===== src/rtl/dfr_pkg.sv =====
// Shared fetch-state encoding, default sample counts and counter sizing helper
// for the DFR sample sequencer.
package dfr_pkg;

  typedef enum logic [1:0] {
    FETCH_IDLE  = 2'd0,
    FETCH_REQ   = 2'd1,
    FETCH_DRIVE = 2'd2
  } fetch_state_e;

  localparam int DFR_NUM_INIT_SAMPLES = 16;
  localparam int DFR_NUM_SAMPLES      = 64;
  localparam int DFR_NUM_FILL_SAMPLES = 8;

  // Bits needed to hold every value 0..limit inclusive.
  function automatic int cnt_width(input int limit);
    return (limit < 1) ? 1 : $clog2(limit + 1);
  endfunction

endpackage


===== src/rtl/dfr_sample_sequencer_if.sv =====
// Sample-memory read bus between the sequencer (master) and the sample store (slave).
interface dfr_sample_sequencer_if #(
  parameter int ADDR_WIDTH = 32,
  parameter int DATA_WIDTH = 32
);

  logic                  mem_rd_req;
  logic [ADDR_WIDTH-1:0] mem_rd_addr;
  logic                  mem_rd_ack;
  logic [DATA_WIDTH-1:0] mem_rd_data;

  modport master (
    output mem_rd_req,
    output mem_rd_addr,
    input  mem_rd_ack,
    input  mem_rd_data
  );

  modport slave (
    input  mem_rd_req,
    input  mem_rd_addr,
    output mem_rd_ack,
    output mem_rd_data
  );

endinterface


===== src/rtl/dfr_sat_counter.sv =====
// Up-counter that stops at LIMIT; a clear on the same cycle as an enable wins.
module dfr_sat_counter
  import dfr_pkg::*;
#(
  parameter int LIMIT = DFR_NUM_SAMPLES,
  parameter int W     = cnt_width(LIMIT)
) (
  input  logic         clk,
  input  logic         rst,
  input  logic         clr,
  input  logic         en,
  output logic [W-1:0] count,
  output logic         at_limit
);

  logic [W-1:0] count_q, count_d;

  always_comb begin
    count_d = count_q;
    if (clr) begin
      count_d = '0;
    end else if (en && !at_limit) begin
      count_d = count_q + W'(1);
    end
  end

  always_ff @(posedge clk or posedge rst) begin
    if (rst) begin
      count_q <= '0;
    end else begin
      count_q <= count_d;
    end
  end

  assign count    = count_q;
  assign at_limit = (count_q == W'(LIMIT));

endmodule


===== src/rtl/dfr_sample_sequencer.sv =====
// Washout/main-phase sample sequencer: tracks sample counts and fetches one sample
// per reservoir_en from memory. Optional ack timeout enabled by DFR_SEQ_TIMEOUT_EN.
module dfr_sample_sequencer
  import dfr_pkg::*;
#(
  parameter int                    ADDR_WIDTH       = 32,
  parameter int                    DATA_WIDTH       = 32,
  parameter int                    NUM_INIT_SAMPLES = DFR_NUM_INIT_SAMPLES,
  parameter int                    NUM_SAMPLES      = DFR_NUM_SAMPLES,
  parameter int                    NUM_FILL_SAMPLES = DFR_NUM_FILL_SAMPLES,
  parameter logic [ADDR_WIDTH-1:0] INIT_BASE        = '0,
  parameter logic [ADDR_WIDTH-1:0] SAMPLE_BASE      = 'h100,
  parameter int                    TIMEOUT_CYCLES   = 255
) (
  input  logic                   clk,
  input  logic                   rst,
  input  logic                   init_sample_cntr_rst,
  input  logic                   sample_cntr_rst,
  input  logic                   sample_cntr_en,
  input  logic                   reservoir_en,
  dfr_sample_sequencer_if.master mem,
  output logic [DATA_WIDTH-1:0]  reservoir_din,
  output logic                   reservoir_din_valid,
  output logic                   reservoir_init_busy,
  output logic                   reservoir_busy,
  output logic                   reservoir_filled,
  output logic [ADDR_WIDTH-1:0]  history_addr,
  output logic                   overrun_err,
  output logic                   timeout_err
);

  localparam int INIT_W = cnt_width(NUM_INIT_SAMPLES);
  localparam int MAIN_W = cnt_width(NUM_SAMPLES);

  logic [INIT_W-1:0] init_cnt;
  logic [MAIN_W-1:0] main_cnt;
  logic              init_at_limit, main_at_limit;

  fetch_state_e          state_q, state_d;
  logic [ADDR_WIDTH-1:0] addr_q, addr_d;
  logic [DATA_WIDTH-1:0] din_q, din_d;
  logic                  overrun_q, overrun_d;
  logic                  tmo_hit;

  // Strobes go to the washout counter until it saturates, then to the main counter.
  dfr_sat_counter #(.LIMIT(NUM_INIT_SAMPLES), .W(INIT_W)) u_init_cnt (
    .clk      (clk),
    .rst      (rst),
    .clr      (init_sample_cntr_rst),
    .en       (sample_cntr_en && reservoir_init_busy),
    .count    (init_cnt),
    .at_limit (init_at_limit)
  );

  dfr_sat_counter #(.LIMIT(NUM_SAMPLES), .W(MAIN_W)) u_main_cnt (
    .clk      (clk),
    .rst      (rst),
    .clr      (init_sample_cntr_rst || sample_cntr_rst),
    .en       (sample_cntr_en && !reservoir_init_busy),
    .count    (main_cnt),
    .at_limit (main_at_limit)
  );

  assign reservoir_init_busy = !init_at_limit;
  assign reservoir_busy      = !main_at_limit;
  assign reservoir_filled    = (ADDR_WIDTH'(main_cnt) >= ADDR_WIDTH'(NUM_FILL_SAMPLES));
  assign history_addr        = reservoir_filled
                               ? ADDR_WIDTH'(main_cnt) - ADDR_WIDTH'(NUM_FILL_SAMPLES)
                               : '0;

`ifdef DFR_SEQ_TIMEOUT_EN
  localparam int TMO_W = cnt_width(TIMEOUT_CYCLES);

  logic [TMO_W-1:0] tmo_cnt_q, tmo_cnt_d;
  logic             timeout_q, timeout_d;

  // The wait counter restarts on every fetch because it is held at zero outside REQ.
  assign tmo_hit = (state_q == FETCH_REQ) && !mem.mem_rd_ack &&
                   (tmo_cnt_q == TMO_W'(TIMEOUT_CYCLES - 1));

  always_comb begin
    tmo_cnt_d = '0;
    timeout_d = timeout_q;
    if (init_sample_cntr_rst) begin
      timeout_d = 1'b0;
    end else if (state_q == FETCH_REQ) begin
      tmo_cnt_d = tmo_cnt_q + TMO_W'(1);
      if (tmo_hit) begin
        timeout_d = 1'b1;
      end
    end
  end

  always_ff @(posedge clk or posedge rst) begin
    if (rst) begin
      tmo_cnt_q <= '0;
      timeout_q <= 1'b0;
    end else begin
      tmo_cnt_q <= tmo_cnt_d;
      timeout_q <= timeout_d;
    end
  end

  assign timeout_err = timeout_q;
`else
  assign tmo_hit     = 1'b0;
  assign timeout_err = 1'b0;
`endif

  always_ff @(posedge clk or posedge rst) begin
    if (rst) begin
      state_q <= FETCH_IDLE;
    end else begin
      state_q <= state_d;
    end
  end

  always_comb begin
    state_d = state_q;
    if (init_sample_cntr_rst) begin
      state_d = FETCH_IDLE;
    end else begin
      case (state_q)
        FETCH_IDLE:  if (reservoir_en) state_d = FETCH_REQ;
        FETCH_REQ:   if (mem.mem_rd_ack || tmo_hit) state_d = FETCH_DRIVE;
        FETCH_DRIVE: state_d = FETCH_IDLE;
        default:     state_d = FETCH_IDLE;
      endcase
    end
  end

  // Request and valid decode straight from the state so an async reset drops them at once.
  always_comb begin
    mem.mem_rd_req      = (state_q == FETCH_REQ);
    reservoir_din_valid = (state_q == FETCH_DRIVE);
  end

  always_comb begin
    addr_d    = addr_q;
    din_d     = din_q;
    overrun_d = overrun_q;
    if (init_sample_cntr_rst) begin
      overrun_d = 1'b0;
    end else begin
      if (state_q == FETCH_IDLE && reservoir_en) begin
        addr_d = reservoir_init_busy ? INIT_BASE + ADDR_WIDTH'(init_cnt)
                                     : SAMPLE_BASE + ADDR_WIDTH'(main_cnt);
      end
      if (state_q != FETCH_IDLE && reservoir_en) begin
        overrun_d = 1'b1;
      end
      if (state_q == FETCH_REQ) begin
        if (mem.mem_rd_ack) begin
          din_d = mem.mem_rd_data;
        end else if (tmo_hit) begin
          din_d = '0;
        end
      end
    end
  end

  always_ff @(posedge clk or posedge rst) begin
    if (rst) begin
      addr_q    <= '0;
      din_q     <= '0;
      overrun_q <= 1'b0;
    end else begin
      addr_q    <= addr_d;
      din_q     <= din_d;
      overrun_q <= overrun_d;
    end
  end

  assign mem.mem_rd_addr = addr_q;
  assign reservoir_din   = din_q;
  assign overrun_err     = overrun_q;

endmodule


===== src/flat_wrapper.sv =====
// flat-port wrapper written by rule: the top's interface ports become plain ports
module dfr_sample_sequencer_flat import dfr_pkg::*;
#(
  parameter int                    ADDR_WIDTH       = 32,
  parameter int                    DATA_WIDTH       = 32,
  parameter int                    NUM_INIT_SAMPLES = DFR_NUM_INIT_SAMPLES,
  parameter int                    NUM_SAMPLES      = DFR_NUM_SAMPLES,
  parameter int                    NUM_FILL_SAMPLES = DFR_NUM_FILL_SAMPLES,
  parameter logic [ADDR_WIDTH-1:0] INIT_BASE        = '0,
  parameter logic [ADDR_WIDTH-1:0] SAMPLE_BASE      = 'h100,
  parameter int                    TIMEOUT_CYCLES   = 255
)
  (clk, rst, init_sample_cntr_rst, sample_cntr_rst, sample_cntr_en, reservoir_en, reservoir_din, reservoir_din_valid, reservoir_init_busy, reservoir_busy, reservoir_filled, history_addr, overrun_err, timeout_err, mem_mem_rd_req, mem_mem_rd_addr, mem_mem_rd_ack, mem_mem_rd_data);
  dfr_sample_sequencer_if #(.ADDR_WIDTH(ADDR_WIDTH), .DATA_WIDTH(DATA_WIDTH)) mem_i ();
  input  logic clk;
  input  logic rst;
  input  logic init_sample_cntr_rst;
  input  logic sample_cntr_rst;
  input  logic sample_cntr_en;
  input  logic reservoir_en;
  output logic [DATA_WIDTH-1:0] reservoir_din;
  output logic reservoir_din_valid;
  output logic reservoir_init_busy;
  output logic reservoir_busy;
  output logic reservoir_filled;
  output logic [ADDR_WIDTH-1:0] history_addr;
  output logic overrun_err;
  output logic timeout_err;
  output wire logic [$bits(mem_i.mem_rd_req)-1:0] mem_mem_rd_req;
  output wire logic [$bits(mem_i.mem_rd_addr)-1:0] mem_mem_rd_addr;
  input wire logic [$bits(mem_i.mem_rd_ack)-1:0] mem_mem_rd_ack;
  input wire logic [$bits(mem_i.mem_rd_data)-1:0] mem_mem_rd_data;
  assign mem_mem_rd_req = mem_i.mem_rd_req;
  assign mem_mem_rd_addr = mem_i.mem_rd_addr;
  assign mem_i.mem_rd_ack = mem_mem_rd_ack;
  assign mem_i.mem_rd_data = mem_mem_rd_data;
  dfr_sample_sequencer #(.ADDR_WIDTH(ADDR_WIDTH), .DATA_WIDTH(DATA_WIDTH), .NUM_INIT_SAMPLES(NUM_INIT_SAMPLES), .NUM_SAMPLES(NUM_SAMPLES), .NUM_FILL_SAMPLES(NUM_FILL_SAMPLES), .INIT_BASE(INIT_BASE), .SAMPLE_BASE(SAMPLE_BASE), .TIMEOUT_CYCLES(TIMEOUT_CYCLES)) u_core (.clk(clk), .rst(rst), .init_sample_cntr_rst(init_sample_cntr_rst), .sample_cntr_rst(sample_cntr_rst), .sample_cntr_en(sample_cntr_en), .reservoir_en(reservoir_en), .mem(mem_i), .reservoir_din(reservoir_din), .reservoir_din_valid(reservoir_din_valid), .reservoir_init_busy(reservoir_init_busy), .reservoir_busy(reservoir_busy), .reservoir_filled(reservoir_filled), .history_addr(history_addr), .overrun_err(overrun_err), .timeout_err(timeout_err));
endmodule

===== config.mk =====
export PLATFORM = sky130hd
export DESIGN_NAME = dfr_sample_sequencer_flat
export DESIGN_NICKNAME = d
export VERILOG_FILES = /design/src/rtl/dfr_pkg.sv /design/src/rtl/dfr_sample_sequencer_if.sv /design/src/rtl/dfr_sat_counter.sv /design/src/rtl/dfr_sample_sequencer.sv /design/src/flat_wrapper.sv
export SDC_FILE = /design/constraint.sdc
export NUM_CORES = 1
export LEC_CHECK = 0
export BUFFER_PORTS_ARGS = -buffer_cell sky130_fd_sc_hd__buf_2
export CAP_MARGIN = 20
export CORE_ASPECT_RATIO = 0.6
export CORE_UTILIZATION = 30
export CTS_BUF_LIST = sky130_fd_sc_hd__clkbuf_16
export DETAILED_ROUTE_END_ITERATION = 8
export PLACE_DENSITY_LB_ADDON = 0.25
export SETUP_SLACK_MARGIN = 0.05
export SLEW_MARGIN = 10
export SYNTH_ARGS = -nofsm -noshare
export SYNTH_HDL_FRONTEND = slang
export SYNTH_SLANG_ARGS = --single-unit

===== constraint.sdc =====
create_clock -name clk -period 3.8 [get_ports clk]
set_input_delay 0 -clock clk [delete_from_list [all_inputs] [get_ports clk]]
set_output_delay 0 -clock clk [all_outputs]
set_load 0.01 [all_outputs]

# == Word-level counts from Yosys, hierarchy flattened ==
# Cells that the tools add are included.
# op_classes
n_addsub,4
magnitude_cmp,1
eq_ne,6
n_mux,12
bitwise,1
reduce_logical,17
# ops
cell,count
two-way mux 32 bit,2
two-way mux 7 bit,2
"adder 9 x 7 -> 10 bit, first input constant",1
two-way mux 5 bit,2
nonzero test 2 bit,4
"subtractor 7 x 4 -> 8 bit, second input constant",1
"adder 7 x 1 -> 7 bit, second input constant",1
"== test 7 bit, second input constant",1
"greater-or-equal comparator 7 x 4 -> 1 bit, second input constant",1
logical AND 1 bit,6
two-way mux 2 bit,3
"adder 5 x 1 -> 5 bit, second input constant",1
"== test 5 bit, second input constant",1
one-hot mux 2 bit (2 select lines),1
AND reduction 2 bit,2
"!= test 3 x 2 -> 1 bit, second input constant",1
"!= test 3 bit, second input constant",1
AND reduction 3 bit,1
"== test 2 x 1 -> 1 bit, second input constant",1
"== test 2 bit, second input constant",1
zero test 1 bit,2
zero test 2 bit,1
two-way mux 1 bit,2
logical OR 1 bit,1
inverter 1 bit,1
# word_totals
register_bits,79
input_bits,39
output_inout_bits,103
word_cells,47

# == Longest topological paths before layout ==
# Gate-level depths: netlist of the first run.
# depth
ltp_word,6
ltp_mapped,8
depth_no_buf,6

# == Cells and area by module ==
# From an unflattened synthesis of the first run, not the netlist that was laid out.
# hier_totals
cells_unflattened,247
hier_area_um2,2909.0
# modules_own_cells
mod,instances,cells_per_inst,area_each_um2,seq_area_each_um2
dfr_sample_sequencer,1,176,2207.1,1076.0
dfr_sat_counter (u_core.u_main_cnt),1,43,417.9,175.2
dfr_sat_counter (u_core.u_init_cnt),1,28,284.0,125.1

# == Worst setup path before layout of the first run ==
# OpenSTA, ideal clock, no wires.
# synth_timing
kind,register to output
startpoint,"reg u_core.u_main_cnt.count_q[3], in the netlist u_core.u_main_cnt.count[3]"
endpoint,out history_addr[10]
arrival_time_ps,2070
required_time_ps,3800
path_slack_ps,1730
stages_incl_launch_ff,6
n_path_buf,1
cell_sequence,dfrtp_1 -> inv_1 -> ha_1 -> nand2_1 -> a21oi_1 -> buf_4
# synth_via
elab_chain_len,2
word_cells_on_any_way,3
cone_classes,1 x add/sub; 1 x order compare; 1 x mux
# synth_rtl
element,line_no,rtl
start: declaration,dfr_sat_counter.sv:16,"logic [W-1:0] count_q, count_d;"
start signal: assignment,dfr_sat_counter.sv:31,count_q <= count_d;
subtractor 7 x 4 -> 8 bit or greater-or-equal comparator 7 x 4 -> 1 bit (tied branches),"dfr_sample_sequencer.sv:68, dfr_sample_sequencer.sv:66",
two-way mux 32 bit *,dfr_sample_sequencer.sv:68,? ADDR_WIDTH'(main_cnt) - ADDR_WIDTH'(NUM_FILL_SAMPLES)
end: declaration,flat_wrapper.sv:26,output logic [ADDR_WIDTH-1:0] history_addr;
# Every way passes the cells marked *; elsewhere a longest branch is shown, timed or not.

# == Final worst setup path of the first run ==
# layout_timing
startpoint,"reg u_core.u_init_cnt.count_q[0], in the netlist u_core.u_init_cnt.count[0]"
endpoint,"reg u_core.u_main_cnt.count_q[0], in the netlist u_core.u_main_cnt.count[0]"
# layout_via
elab_chain_len,4
# layout_rtl
element,line_no,rtl
start: declaration,dfr_sat_counter.sv:16,
start signal: assignment,dfr_sat_counter.sv:31,
== test 5 bit,dfr_sat_counter.sv:36,assign at_limit = (count_q == W'(LIMIT));
logical AND 1 bit,dfr_sample_sequencer.sv:59,".en (sample_cntr_en && !reservoir_init_busy),"
logical AND 1 bit,dfr_sat_counter.sv:22,end else if (en && !at_limit) begin
nonzero test 2 bit (no source line),--,
# Every way passes these cells.
# A chain may end at the register's enable or synchronous reset.

==> impl_metrics.yaml, run 1 <==
placement:
  port_buffers: 116
  dp_hpwl_um: 4480
  place_congestion: 0.793
  placed_area_um2: 3220
floorplanning:
  start_util_pct: 31.8
  die_area_um2: 9720
  num_io_pins: 142
  rows: 26
  die_h_um: 76.8
  die_w_um: 127
  core_area_um2: 8780
critical_path:
  crit_chain: "inv_1 -> ha_1 -> nor4bb_1 -> buf_4 -> inv_4 -> a311oi_1 -> mux2i_1"
  slowest_delay_ps: 730
  worstSetupEndpointType: "register"
  critPathMaxFanout: 17
  crit_type: "reg -> reg"
  worstSetupStartpointType: "register"
  crit_slowest_cell: "nor4bb_1"
  arrival_ps: 2720
  rrSetupSlack_ps: 1300
  cp.required_ps: 4020
routing:
  vias_per_cell: 4.34
  vias: 2159
  avgRoutedWirePerCell_um: 12.6
  drc: 0
  drt_iter0_markers: 121
  drt_wl_total_um: 6270
  firstDrtPassIters: 4
  ant_nets: 0
hold_path:
  hold_class: "in -> reg"
finish:
  fin_nets: 430
  drive_gt1_share_pct: 42.7
  final_area_um2: 3730
  antennaDiodeCount: 0
  syn_to_final_growth_pct: 33.3
global_route:
  grt_start_max_net_pins: 34
  grt_pass1_vias: 2125
  grt_pass1_wl_um: 10300
  grt_overflow_total: 0
  antenna_found_initial: 0
  track_usage_pct: 13.5
clock_network:
  h-tree-depth: 2
  clock-root-buffer: "clkbuf_16"
  clockBufferDepth: 2
  clk_latency_ps: 290
  clk_pin_slew_ps: 70
  cts.sinks: 55
  post_cts_resized: 0
  cts_buffers: 5
  cts_tree: "done"
synthesis:
  ys_warn_count: 0
  async_reset_ff_share_pct: 100
  synth_cell_types: 37
  yosysSeqAreaShare_pct: 49.2
  synth.avg_cell_area_um2: 10.9
  synth-seq-cells: 55
  netlist_area_um2: 2800
  syn_inst: 257
  synth_edf_count: 0
  synth_flop_cell: "dfrtp_1"
run_status:
  status: "finished, final reports clean"
sta:
  setup_tns_ps: 0
  hold_viol_final: 0
  worst_pin_slew_ps: 817
  max_freq_mhz: 399
  rsz0062_at_grt: "no"
  max-slew-margin-rel_pct: 44.8
  fin_skew_ps: 3.53
  min_period_over_period_pct: 65.9
  setup_viol: 0
  period_needed_ps: 2500
  maxSlewViolCount: 0
run:
  maxCapViolCount: 0
power_and_ir_drop:
  powerDensity_nw_per_um2: 418
  ir_drop_v: 0.000204
  p_leak_nw: 1.89
[registers in the layout (all words and copies together), names as in the netlist]
| name | count |
|---|---|
| u_core.overrun_err | 1 |
| u_core.mem.mem_rd_addr | 8 |
| u_core.reservoir_din | 32 |
| u_core.state_q | 2 |
| u_core.u_main_cnt.count | 7 |
| u_core.u_init_cnt.count | 5 |
[synth_stat cells (all sizes together) (3+ instances only)]
| master | n | area share (%) |
|---|---|---|
| nand4 | 4 | 0.90 |
| o21ai | 10 | 1.8 |
| buf | 54 | 14 |
| nor2 | 13 | 1.7 |
| mux2 | 32 | 13 |
| a21oi | 11 | 2.0 |
| nand2 | 17 | 2.3 |
| or3 | 4 | 0.90 |
| nand3 | 3 | 0.54 |
| dfrtp | 55 | 49 |
| nor2b | 3 | 0.67 |
| inv | 14 | 2.0 |
| ha | 6 | 2.7 |
| nor3 | 3 | 0.72 |
| clkbuf | 4 | 0.54 |
[final timing paths]
check	startpoint	endpoint	depth (start not counted)
hold reg to reg	u_core.mem.mem_rd_addr[4]$_DFFE_PP0P_	u_core.mem.mem_rd_addr[4]$_DFFE_PP0P_	2
max in group asynchronous	rst	u_core.u_main_cnt.count[0]$_DFFE_PP0P_	4
hold / removal	mem_mem_rd_ack	u_core.state_q[0]$_DFFE_PP0P_	4
setup / recovery	u_core.u_init_cnt.count[0]$_DFFE_PP0P_	u_core.u_main_cnt.count[0]$_DFFE_PP0P_	7
setup reg to reg	u_core.u_init_cnt.count[0]$_DFFE_PP0P_	u_core.u_main_cnt.count[0]$_DFFE_PP0P_	7
min in group asynchronous	rst	u_core.reservoir_din[24]$_DFFE_PP0P_	3
[kinds of logic (layout without fill, tap and decap cells)]
group	Yosys count	after routing	synth area share, %
XOR/XNOR	3	3	0.940
adder cells (fa/ha/maj)	6	6	2.69
buffers and inverters	72	177	16.7
AND/OR/NAND/NOR	54	54	9.71
multiplexers	34	34	13.6
other	1	25	0.134
AO/OA/AOI/OAI	32	32	7.03
flip-flops	55	55	49.2
[timing repair]
item	CTS	global route
buffers inserted	0	0
hold buffers	35	0
endpoints found under the hold margin	60	0
setup endpoints to repair	0	0
[layout by cell type (no fill, tap or decap), types with 3 or more instances in the layout]
cell type	synthesis	final
or3_1	4	4
dlygate4sd3_1	0	35
nand3_1	3	3
nor2_1	13	13
buf_4	50	3
mux2_2	32	32
dfrtp_1	55	55
nand2_1	17	17
buf_2	4	116
nor2b_1	3	3
a21oi_1	11	10
nand4_1	4	4
inv_1	13	12
o21ai_0	10	10
conb_1	1	25
ha_1	6	6
clkbuf_16	0	5
[worst max-delay path, delay by kind of cell, from the launching register on]
kind | cells | cell delay, ps
adder cells (fa/ha/maj) | 1 | 170
multiplexers | 1 | 240
AO/OA/AOI/OAI | 1 | 430
AND/OR/NAND/NOR | 1 | 730
flip-flops | 1 | 430
buffers and inverters | 3 | 430
[stage by stage]
step | util (%) | setup slack (ps) | std cells | hold WS [ps] | total power, mW
2_1_floorplan | - | 1730 | 281 | 152 | 0.953
3_3_place_gp | 36.7 | 1500 | 454 | 96.5 | 1.08
3_5_place_dp | 36.7 | 1320 | 454 | 106 | 1.09
4_1_cts | 42.3 | 1280 | 497 | 28.8 | 1.58
5_1_grt | 42.4 | 1010 | 498 | 56.2 | 1.64
6_report | 42.4 | 1300 | 498 | 32.4 | 1.56
[layout make-up]
class / instances / area, um^2
Inverter: 14 / 55.1
Timing Repair Buffer: 155 / 958
Sequential cell: 55 / 1380
Multi-Input combinational cell: 154 / 1050
Clock inverter: 3 / 18.8
Clock buffer: 5 / 125
Fill cell: 855 / 5060
Tap cell: 112 / 140
[report_power, final]
| group | internal, mW | switching, mW | leakage (nW) |
|---|---|---|---|
| logic | 0.189 | 0.170 | 1.12 |
| clock network | 0.245 | 0.213 | 0.0740 |
| registers | 0.690 | 0.0515 | 0.698 |
| total | 1.12 | 0.434 | 1.89 |
[routing by layer]
metal | vias up | share of wire [%] | GRT usage [%]
li1 | 1051 | - | -
met1 | 1035 | 48 | 17.6
met2 | 66 | 46 | 21.6
met3 | 7 | 4.7 | 3.49
met4 | 0 | 1.5 | 4.82
met5 | - | 0 | 0
Note: power is estimated with default switching activity, not from simulation.
==> run 2, diff against run 1 <==
Clock period 3.8 ns to 2.1 ns, I/O delays scaled along.
==> impl_metrics.yaml, run 2 (same netlist as run 1, synthesis figures left out) <==
critical_path:
  crit_chain: "inv_1 -> ha_1 -> nor4bb_2 -> buf_4 -> inv_4 -> or4_1 -> a21oi_2"
  worstSetupStartpointType: "register"
  cp_top_family: "simple AND/OR/NAND/NOR gates"
  arrival_ps: 2160
  crit_type: "reg -> reg"
  critPathMaxFanout: 17
  cp_num_buf_inv: 3
  worstSetupEndpointType: "register"
  crit_slowest_cell: "or4_1"
  slowest_delay_ps: 490
  cp.required_ps: 2320
finish:
  finish.utilization_pct: 43.2
  final_cell_mix: "116 x buf_2, 55 x dfrtp_1, 34 x dlygate4sd3_1"
  antennaDiodeCount: 0
  syn_to_final_growth_pct: 35.8
  instances_no_fill: 502
  mostFrequentLayoutCell: "buf_2"
  fill_cells: 832
  final_area_um2: 3790
  fin_nets: 434
  drive_gt1_share_pct: 44.4
  largest_reg_flops: 32
run:
  maxCapViolCount: 0
floorplanning:
  die_h_um: 76.8
  die_w_um: 127
  die_area_um2: 9720
  start_util_pct: 31.8
  rows: 26
  core_area_um2: 8780
  num_io_pins: 142
sta:
  setup_tns_ps: 0
  rsz0062_at_grt: "no"
  maxSlewViolCount: 0
  max-slew-margin-rel_pct: 60.7
  max_freq_mhz: 514
  setup_viol: 0
  fin_skew_ps: 6.10
  min_period_over_period_pct: 92.6
  hold_viol_final: 0
  period_needed_ps: 1950
  fin_ws_ps: 155
  whs_ps: 34.1
  worst_pin_slew_ps: 581
routing:
  vias: 2151
  vias_per_cell: 4.28
  drt_wl_total_um: 6330
  dr_wl_met3_um: 354
  drc: 0
  firstDrtPassIters: 4
  wl_met2_um: 2710
  drt_iter0_markers: 57
  ant_nets: 0
  avgRoutedWirePerCell_um: 12.6
  top_layer: "met4"
  wl_met1_um: 3180
global_route:
  grt_pass1_wl_um: 9830
  track_usage_pct: 12.8
  grt_overflow_total: 0
  antenna_found_initial: 0
  grt_pass1_vias: 1989
  grt_start_max_net_pins: 34
clock_network:
  clk_pin_slew_ps: 70
  cts.sinks: 55
  clock-root-buffer: "clkbuf_16"
  clockBufferDepth: 2
  cts_buffers: 5
  cts_tree: "done"
  clk_latency_ps: 290
  h-tree-depth: 2
power_and_ir_drop:
  p_leak_nw: 1.91
  ir_drop_v: 0.000356
  powerDensity_nw_per_um2: 743
  power_mw: 2.82
placement:
  port_buffers: 116
  placed_area_um2: 3260
  place_congestion: 0.852
  post-place-ws_ps: 113
  placed_cells_incl_taps: 456
  dp_hpwl_um: 4350
run_status:
  status: "finished, final reports clean"
hold_path:
  hold_class: "in -> reg"
[run 2: cell type report]
class                           instances  area, um^2  area share, %
Multi-Input combinational cell        154        1080           28.4
Tap cell                              112         140           3.69
Inverter                               14        55.1           1.45
Timing Repair Buffer                  159        1000           26.4
Clock buffer                            5         125           3.30
Clock inverter                          3        20.0          0.528
Sequential cell                        55        1380           36.3
[run 2: report_power, final]
group / internal [mW] / switching, mW
sequential: 1.25 / 0.0934
clock: 0.440 / 0.379
combinational: 0.348 / 0.311
[run 2: routing by layer]
layer  global-route usage, %  vias up
met5                       0        -
met1                    18.3      997
met2                    18.5       82
met3                    4.19        9
met4                    3.25        0
li1                        -     1063
[run 2: worst register-to-register path: stages (launching register included)]
cell and delay (ps):
dfrtp_1 420, inv_1 90, ha_1 180, nor4bb_2 290, buf_4 190, inv_4 80
or4_1 490, a21oi_2 150
[run 2: path summary, 6_finish.rpt]
path / from / cells after the start / to / slack (ps)
setup / recovery: u_core.u_init_cnt.count[0]$_DFFE_PP0P_ / 7 / u_core.u_main_cnt.count[5]$_DFFE_PP0P_ / 150
hold / removal: sample_cntr_rst / 3 / u_core.u_main_cnt.count[6]$_DFFE_PP0P_ / 30
setup reg to reg: u_core.u_init_cnt.count[0]$_DFFE_PP0P_ / 7 / u_core.u_main_cnt.count[5]$_DFFE_PP0P_ / 150
hold reg to reg: u_core.mem.mem_rd_addr[4]$_DFFE_PP0P_ / 2 / u_core.mem.mem_rd_addr[4]$_DFFE_PP0P_ / 480
max in group asynchronous: rst / 4 / u_core.u_init_cnt.count[0]$_DFFE_PP0P_ / 1240
min in group asynchronous: rst / 3 / u_core.reservoir_din[20]$_DFFE_PP0P_ / 240
[run 2: timing repair]
item                                   in CTS  in global routing
hold buffers                               34                  0
buffers inserted                            0                  4
gates resized for setup                     0                  4
endpoints found under the hold margin      50                  0
setup endpoints to repair                   0                 28
==> run 3, diff against run 2 <==
Settings changed: CORE_UTILIZATION 30 to 41, SKIP_LAST_GASP set to 1.
==> impl_metrics.yaml, run 3 (same netlist as run 1, synthesis figures left out) <==
placement:
  dp_hpwl_um: 4200
  post-place-ws_ps: 27.9
  port_buffers: 116
  place_congestion: 0.764
routing:
  vias: 2142
  drt_wl_total_um: 5910
  ant_nets: 0
  vias_per_cell: 4.56
  firstDrtPassIters: 4
  drc: 0
  avgRoutedWirePerCell_um: 12.6
  drt_iter0_markers: 97
finish:
  drive_gt1_share_pct: 43.0
  syn_to_final_growth_pct: 33.0
  largest_reg_flops: 32
  fill_cells: 556
  mostFrequentLayoutCell: "buf_2"
  final_cell_mix: "116 x buf_2, 55 x dfrtp_1, 34 x dlygate4sd3_1"
  finish.utilization_pct: 58.7
  fin_nets: 430
  antennaDiodeCount: 0
clock_network:
  clk_latency_ps: 280
  clockBufferDepth: 2
  cts_tree: "done"
  clock-root-buffer: "clkbuf_16"
  h-tree-depth: 2
  clk_pin_slew_ps: 70
  cts_buffers: 5
  cts.sinks: 55
power_and_ir_drop:
  powerDensity_nw_per_um2: 749
  ir_drop_v: 0.000434
  power_mw: 2.78
  p_leak_nw: 1.89
sta:
  min_period_over_period_pct: 94.2
  rsz0062_at_grt: "yes"
  setup_tns_ps: 0
  worst_pin_slew_ps: 686
  fin_skew_ps: 3.07
  max-slew-margin-rel_pct: 54.3
  hold_viol_final: 0
  maxSlewViolCount: 0
  setup_viol: 0
  fin_ws_ps: 123
  max_freq_mhz: 506
  whs_ps: 12.0
  period_needed_ps: 1980
run_status:
  status: "finished, final reports clean"
critical_path:
  slowest_delay_ps: 470
  startpoint: "u_core.u_init_cnt.count[0]$_DFFE_PP0P_"
  rr_worst_depth: 7
  critPathMaxFanout: 17
  worstReg2RegStart: "u_core.u_init_cnt.count[0]$_DFFE_PP0P_"
  arrival_ps: 2190
  crit_chain: "inv_1 -> ha_1 -> nor4bb_4 -> buf_4 -> inv_4 -> or4_1 -> a21oi_1"
  r2r-end: "u_core.u_main_cnt.count[5]$_DFFE_PP0P_"
  cp_top_family: "simple AND/OR/NAND/NOR gates"
  crit_slowest_cell: "or4_1"
  worstSetupEndpointType: "register"
  crit_end: "u_core.u_main_cnt.count[5]$_DFFE_PP0P_"
  worstSetupStartpointType: "register"
  cp_num_cells: 7
  rrSetupSlack_ps: 120
  cp_num_buf_inv: 3
  crit_type: "reg -> reg"
  cp.required_ps: 2310
floorplanning:
  die_area_um2: 7160
  die_h_um: 66.0
  num_io_pins: 142
  die_w_um: 109
  core_area_um2: 6330
  start_util_pct: 44.2
  rows: 22
global_route:
  track_usage_pct: 16.2
  grt_pass1_vias: 1897
  antenna_found_initial: 0
  grt_pass1_wl_um: 9000
  grt_start_max_net_pins: 56
  grt_overflow_total: 0
run:
  maxCapViolCount: 0
hold_path:
  hold_start: "reservoir_en"
  hold_class: "in -> reg"
==> run 3: metal layers <==
layer	global-route usage (%)	vias up	wire [um]
met1	22.6	1010	2830
met3	4.83	6	360
li1	-	1055	-
met2	24.7	71	2660
met5	0	-	0
met4	4.22	0	51
==> run 3: worst min path at each step <==
stage | end | slack, ps | depth (start not counted)
after floorplan | u_core.reservoir_din[10]$_DFFE_PP0P_ | 150 | 1
after global placement | u_core.reservoir_din[23]$_DFFE_PP0P_ | 230 | 3
after detailed placement | u_core.reservoir_din[11]$_DFFE_PP0P_ | 240 | 2
after CTS | u_core.overrun_err$_DFFE_PP0P_ | 5 | 3
after global routing | u_core.overrun_err$_DFFE_PP0P_ | 20 | 3
final | u_core.overrun_err$_DFFE_PP0P_ | 10 | 3
==> run 3: layout make-up <==
class                           instances  area (um^2)  share of cell area (%)
Clock buffer                            5          125                    3.37
Clock inverter                          3         15.0                   0.404
Inverter                               14         55.1                    1.48
Multi-Input combinational cell        154         1080                    29.1
Sequential cell                        55         1380                    37.0
Tap cell                               84          105                    2.83
Timing Repair Buffer                  155          958                    25.8
==> run 3: timing repair <==
action,4_1_cts,5_1_grt
gates resized for setup,1,3
hold buffers,34,0
pin swaps,0,0
endpoints found under the hold margin,88,0
endpoints found under the setup margin,2,32
buffers inserted,0,0
==> run 3: through the flow <==
stage / cell area [um^2] / std cells
6_report: 3720 / 470
3_5_place_dp: 3210 / 428
2_1_floorplan: 2890 / 281
5_1_grt: 3720 / 470
3_3_place_gp: 3210 / 428
4_1_cts: 3690 / 470
==> run 3: worst min-delay path, delay by kind of cell <==
kind,cells,cell delay [ps]
AOI/OAI and AO/OA,2,140
buffers and inverters,1,120
==> run 3: report_power, final <==
group / internal (mW) / total [mW] / switching, mW
logic: 0.342 / 0.651 / 0.309
registers: 1.25 / 1.34 / 0.0909
clock network: 0.434 / 0.793 / 0.359
total: 2.03 / 2.78 / 0.758
